===== config.mk =====
export PLATFORM = sky130hd
export DESIGN_NAME = scroll_pos_gen
export DESIGN_NICKNAME = d
export VERILOG_FILES = /design/src/rtl/scroll_pos_gen.sv
export SDC_FILE = /design/constraint.sdc
export NUM_CORES = 1
export LEC_CHECK = 0
export CORE_MARGIN = 2
export CORE_UTILIZATION = 45
export CTS_CLUSTER_SIZE = 25
export DETAILED_ROUTE_END_ITERATION = 8
export PLACE_DENSITY = 0.71
export SYNTH_ARGS = -nofsm -noshare
export SYNTH_HDL_FRONTEND = slang
export SYNTH_SLANG_ARGS = --single-unit

===== constraint.sdc =====
create_clock -name clk -period 2.47 [get_ports clk]
set_input_delay 0.247 -clock clk [delete_from_list [all_inputs] [get_ports clk]]
set_output_delay 0.247 -clock clk [all_outputs]
set_load 0.1 [all_outputs]

===== src/rtl/scroll_pos_gen.sv =====
// Per-frame scroll offset generator: owns horizontal scroll position, speed ramp,
// travelled distance and the IDLE/RUN/CRASH game state for the background scroller.
module scroll_pos_gen #(
    parameter int unsigned WIDTH       = 320,
    parameter int unsigned POS_Y       = 0,
    parameter int unsigned SPEED_INIT  = 2,
    parameter int unsigned SPEED_MAX   = 8,
    parameter int unsigned RAMP_FRAMES = 600
) (
    input  logic        clk,
    input  logic        rst,
    input  logic        frame_tick,
    input  logic        start,
    input  logic        crash,
    output logic [10:0] pos_x,
    output logic [10:0] pos_y,
    output logic [3:0]  speed,
    output logic [15:0] distance,
    output logic        running,
    output logic        crashed,
    output logic        wrapped
);

    localparam int unsigned RampW = $clog2(RAMP_FRAMES) + 1;

    typedef enum logic [1:0] {StIdle, StRun, StCrash} state_e;

    state_e             state_q, state_d;
    logic [10:0]        pos_q, pos_d;
    logic [3:0]         speed_q, speed_d;
    logic [RampW-1:0]   ramp_q, ramp_d;
    logic [15:0]        dist_q, dist_d;
    logic               wrap_q, wrap_d;

    // Widened operands so the wrap-around subtraction never underflows.
    logic [11:0]        pos_ext, speed_ext;
    logic [16:0]        dist_sum;

    assign pos_ext   = {1'b0, pos_q};
    assign speed_ext = {8'd0, speed_q};
    assign dist_sum  = {1'b0, dist_q} + {13'd0, speed_q};

    always_comb begin
        state_d = state_q;
        pos_d   = pos_q;
        speed_d = speed_q;
        ramp_d  = ramp_q;
        dist_d  = dist_q;
        wrap_d  = 1'b0;
        unique case (state_q)
            StIdle: begin
                if (start) state_d = StRun;
            end
            StRun: begin
                // crash wins over a same-cycle frame_tick, which is dropped
                if (crash) begin
                    state_d = StCrash;
                end else if (frame_tick) begin
                    if (pos_ext >= speed_ext) begin
                        pos_d = 11'(pos_ext - speed_ext);
                    end else begin
                        pos_d  = 11'(pos_ext + 12'(WIDTH) - speed_ext);
                        wrap_d = 1'b1;
                    end
                    dist_d = dist_sum[16] ? 16'hFFFF : dist_sum[15:0];
                    if (ramp_q == RampW'(RAMP_FRAMES - 1)) begin
                        ramp_d  = '0;
                        speed_d = (speed_q >= 4'(SPEED_MAX)) ? 4'(SPEED_MAX) : speed_q + 4'd1;
                    end else begin
                        ramp_d = ramp_q + RampW'(1);
                    end
                end
            end
            StCrash: begin
                if (start) begin
                    state_d = StRun;
                    pos_d   = '0;
                    speed_d = 4'(SPEED_INIT);
                    ramp_d  = '0;
                    dist_d  = '0;
                end
            end
            default: state_d = StIdle;
        endcase
    end

    always_ff @(posedge clk or posedge rst) begin
        if (rst) begin
            state_q <= StIdle;
            pos_q   <= '0;
            speed_q <= 4'(SPEED_INIT);
            ramp_q  <= '0;
            dist_q  <= '0;
            wrap_q  <= 1'b0;
        end else begin
            state_q <= state_d;
            pos_q   <= pos_d;
            speed_q <= speed_d;
            ramp_q  <= ramp_d;
            dist_q  <= dist_d;
            wrap_q  <= wrap_d;
        end
    end

    assign pos_x    = pos_q;
    assign pos_y    = 11'(POS_Y);
    assign speed    = speed_q;
    assign distance = dist_q;
    assign running  = (state_q == StRun);
    assign crashed  = (state_q == StCrash);
    assign wrapped  = wrap_q;

endmodule


; Yosys cells after proc, flatten, opt, wreduce, memory -nomap -nowiden
; Cells that the tools add are included.
[word_totals]
elab_cells = 56
output_inout_bits = 45
regBits = 45
inputBits = 5
[op_classes]
add_sub_neg = 6
magnitude_cmp = 2
eq_ne = 9
n_reduce_logical = 6
n_mux = 27
[ops]
columns = operator, count
row1 = $mux W11, 7
row2 = $mux W16, 4
row3 = $pmux W11 S2, 2
row4 = $pmux W16 S2, 1
row5 = $sub A11 B4 Y11, 2
row6 = $mux W4, 5
row7 = $add A16 B4 Y17, 1
row8 = $add A11 B1 Y11 const B, 1
row9 = $add A11 B9 Y11 const B, 1
row10 = $eq A11 B10 Y1 const B, 1
row11 = $ge A11 B4 Y1, 1
row12 = $ne A2 B2 Y1 const B, 4
row13 = $pmux W4 S2, 1
row14 = $reduce_and A5 Y1, 1
row15 = $add A4 B1 Y4 const B, 1
row16 = $ge A4 B4 Y1 const B, 1
row17 = $mux W1, 4
row18 = $mux W2, 2
row19 = $ne A2 B1 Y1 const B, 2
row20 = $pmux W2 S2, 1
row21 = $reduce_and A4 Y1, 1
row22 = $eq A2 B1 Y1 const B, 1
row23 = $eq A2 B2 Y1 const B, 1
row24 = $logic_not A2 Y1, 1
row25 = other kinds (3), 3

; Depth between registers and ports, before layout
[depth]
ltp_word = 6
depth_mapped = 11
mapped_depth_nobuf = 11

; Least setup slack after synthesis
; Ideal clock, no wire load.
[synth_path]
path_type = reg2reg
startpoint = reg speed_q[2], in the netlist speed[2]
endpoint = reg pos_q[3], in the netlist pos_x[3]
setup_time_ns = 0.122
required_ns = 2.348
arrival_ns = 3.043
n_path_buf = 0
stages_incl_launch_ff = 9
period_less_slack_ns = 3.165
path_slack_ns = -0.695
path_cell_list = dfrtp_1 inv_1 ha_1 nand3b_1 a21oi_1 o31ai_1 a21oi_1 a221o_1 a22o_1
[synth_via]
elab_chain_cells = 5
word_cells_on_any_way = 7
classes_between = add/sub (2) / order compare (1) / mux (4)
[synth_rtl]
columns = item, line
row1 = from (decl), 30  ; logic [3:0] speed_q, speed_d;
row2 = from (signal assigned), 91  ; speed_q <= 4'(SPEED_INIT);
row3 = from (signal assigned), 98  ; speed_q <= speed_d;
row4 = "$sub A11 B4 Y11, or another cell as far along", 62  ; pos_d = 11'(pos_ext + 12'(WIDTH) - speed_ext);
row5 = $mux W11 *, 59  ; if (pos_ext >= speed_ext) begin
row6 = $mux W11 *, 58  ; end else if (frame_tick) begin
row7 = $mux W11 *, 56  ; if (crash) begin
row8 = $pmux W11 S2 *, 50  ; unique case (state_q)
row9 = to (signal assigned), 97  ; pos_q <= pos_d;
row10 = to (decl), 29  ; logic [10:0] pos_q, pos_d;
; Every way passes the cells marked *; elsewhere a longest branch is shown, timed or not. The select of a mux whose other input is x is not followed.
; A chain may end at the register's enable or synchronous reset.

; Final worst setup path
[layout_path]
startpoint = reg speed_q[1], in the netlist speed[1]
endpoint = reg pos_q[9], in the netlist pos_x[9]
; The elaborated chain is that of the path after synthesis.

==> metrics.md <==
| Metric | Value |
|---|---|
| Outcome | complete, but fails checks |
| Failing checks | setup timing |
| WL met3 | 450 µm |
| Crit-path cells | inv_4 > ha_4 > ha_4 > fa_2 > nor4bb_4 > nor2_1 > o21ai_2 > nand4_1 > a211oi_2 > mux2_4 |
| Top cells by area, synth | dfrtp_1 33%, ha_1 10%, a21oi_1 4.4% |
| Required @ worst endpoint | 2.66 ns |
| Commonest cells in the netlist | 44 x dfrtp_1, 30 x nand2_1, 29 x a21oi_1 |
| RSZ-0062 raised after global routing | yes |
| Number of CTS-inserted buffers | 5 |
| Initial Util | 45.96% |
| Area growth syn-to-layout | 26.59% |
| Core Region | 0.007176 mm² |
| Number of inserted diodes | 0 |
| Cell area after synthesis | 0.003298 mm² |
| Setup TNS Final | -0.04782 ns |
| NumNets Final | 475 |
| Final Max Tran Viols | 0 |
| #FFs+latches synth | 45 |
| Minimum clock period | 2.510 ns |
| # DRC | 0 |
| GRT Overall Usage | 21.46% |
| GPL Wtd Cong | 0.9454 |
| Most frequent CP cell | ha_4 |
| Largest net degree at the start of global routing | 26 |
| Clk_lat worst skew | 0.31 ns |
| Worst-margin pin slew | 0.5563 ns |
| Max frequency | 398.4 MHz |
| CTS sink count | 45 |
| H-tree Lvls | 2 |
| Top-count cell post-synth | dfrtp_1 |
| DRT antenna net count | 0 |
| Initial drt markers | 209 |
| Unique masters post-synth | 62 |
| PD cells | 1401 mW/mm² |
| First-pass GRT wire length | 13.36 mm |
| Port Buffer Count | 38 |
| First drt pass iteration count | 5 |
| CTS Buffer Depth | 2 |
| CP Capture Type | flip-flop |
| Share of layout cells above drive strength 1 | 29.32% |
| Leakage | 1.863 nW |
| CP peak stage delay | 0.64 ns |
| Hold Path Class | in -> async |
| Period utilisation layout | 101.6% |
| IO Pins | 50 |
| Via count | 3064 |
| Synthesized area per cell | 8.987 µm² |
| Clock skew | 0.01389 ns |
| Post-synth top area cell | dfrtp_1 |
| Clock slew at reported path FFs | 0.10 ns |
| Final core occ | 58.19% |
| Design Area, Final | 0.004175 mm² |
| Synth Instances | 367 |
| Vias in the first global route | 2718 |
| Full die area | 0.008030 mm² |
| Wire per inst | 15.58 µm |
| DIE HEIGHT | 89.61 µm |
| CP Data Arrival Time | 2.70 ns |
| Antenna violations before repair | 0 |
| GR Overflow Total | 0 |
| Seq/Total Area, Yosys | 34.18% |
| Post-synth EDFFs | 0 |
| Kind of critical path | reg -> reg |
| Clk root buf | clkbuf_8 |
| CTS tree | done |
| # setup viols final | 2 |
| Rows | 31 |
| Hold Vio Cnt, Final | 0 |
| Slew HR | 62.86% |
| Worst VDD drop | 0.6524 mV |
| Overall power | 5.849 mW |
| Chip width | 89.61 µm |
| Critical path's slowest cell | dfstp_4 |
| Post-DP HPWL | 6.309 mm |
| Metal-1 WL | 3.888 mm |
| Ys async rst share | 100.0% |
| Ys Warns | 0 |
| Worst Setup Start Kind | flip-flop |
| Post-Route WL | 8.400 mm |
| Met2 WL | 3.885 mm |
| Filler cells | 645 |
| Vias/cell | 5.685 |
| CP max FO | 3 |
| Top cell type's share of synthesized area | 33.38% |
| Predominant post-synthesis flop cell | dfrtp_1 |
| Final worst slack | -0.04002 ns |
| Buf/Inv on CP | 1 |
| Hold Buf Count CTS | 0 |
| Placed cell areas | 0.003954 mm² |
| Top Family by Delay on Critical Path | flip-flops |
| Top layer in use | met4 |
| Max-cap violation count | 0 |
through the flow:
stage / std cells / hold WS, ns / worst slack [ns]
after floorplan: 377 / 0.3295 / -0.1892
after global placement: 526 / 0.4941 / 0.001614
after detailed placement: 526 / 0.4827 / -0.01822
after CTS: 534 / 0.3168 / 0.007778
after global routing: 539 / 0.3310 / -0.1454
final: 539 / 0.3031 / -0.04002
placed cells by master (no fill, tap or decap), types with 7 or more instances in the layout:
| cell | n |
|---|---|
| buf_4 | 70 |
| ha_1 | 23 |
| inv_1 | 23 |
| nor2_1 | 21 |
| o21ai_0 | 25 |
| dfrtp_2 | 15 |
| xnor2_1 | 7 |
| conb_1 | 11 |
| and3_1 | 8 |
| nor3_1 | 8 |
| nand2_1 | 30 |
| dfrtp_1 | 25 |
| nand4_1 | 8 |
| nand3_1 | 11 |
| a21oi_1 | 25 |
power by group:
group	switching, mW	internal, mW	total [mW]
clock network	0.289	0.205	0.494
logic	2.74	1.47	4.22
registers	0.188	0.948	1.14
total	3.22	2.63	5.85
flip-flops by register name, summed over array words and instances (netlist names):
register / count
distance: 16
pos_x: 11
ramp_q: 11
speed: 4
state_q: 2
wrapped: 1
routing by layer:
metal  vias up  track usage, %
met3        19           3.656
met2       118           33.56
met4         0           3.935
li1       1461               -
met5         -               0
met1      1466           31.66
area by class of cell:
type / count / area [µm²] / share of cell area (%)
Inverter: 27 / 103.9 / 2.487
Timing Repair Buffer: 74 / 565.5 / 13.55
Tap cell: 99 / 123.9 / 2.967
Clock buffer: 5 / 68.82 / 1.648
Multi-Input combinational cell: 286 / 2123 / 50.85
Sequential cell: 45 / 1165 / 27.90
Clock inverter: 3 / 25.02 / 0.5993
path summary, 6_finish.rpt:
check | cells past startpoint | from | to | slack, ns
max | 10 | speed[1]$_DFFE_PP1P_ | pos_x[9]$_DFFE_PP0P_ | -0.04
min | 2 | rst | distance[12]$_DFFE_PP0P_ | 0.30
max reg2reg | 10 | speed[1]$_DFFE_PP1P_ | pos_x[9]$_DFFE_PP0P_ | -0.04
min reg2reg | 1 | ramp_q[10]$_DFFE_PP0P_ | ramp_q[10]$_DFFE_PP0P_ | 0.49
max in group asynchronous | 3 | rst | distance[7]$_DFFE_PP0P_ | 1.57
min in group clk | 1 | ramp_q[10]$_DFFE_PP0P_ | ramp_q[10]$_DFFE_PP0P_ | 0.49
timing repair:
item / in CTS / in global routing
gates cloned: 0 / 0
setup endpoints to repair: 2 / 13
resized for setup: 2 / 15
buffers inserted: 0 / 5
pin swaps: 2 / 6
cells by family (layout without fill, tap and decap cells):
logic type / after synthesis / count (layout) / synth area share, %
AOI/OAI and AO/OA: 110 / 110 / 21.93
xor gates and xnor gates: 13 / 13 / 3.452
adders and majority gates: 31 / 31 / 12.67
buffers and inverters: 46 / 109 / 7.436
DFF: 45 / 45 / 34.18
muxes: 3 / 3 / 0.9863
other: 1 / 11 / 0.1137
and+or+nand+nor: 118 / 118 / 19.23
Note: power is estimated with default switching activity, not from simulation.
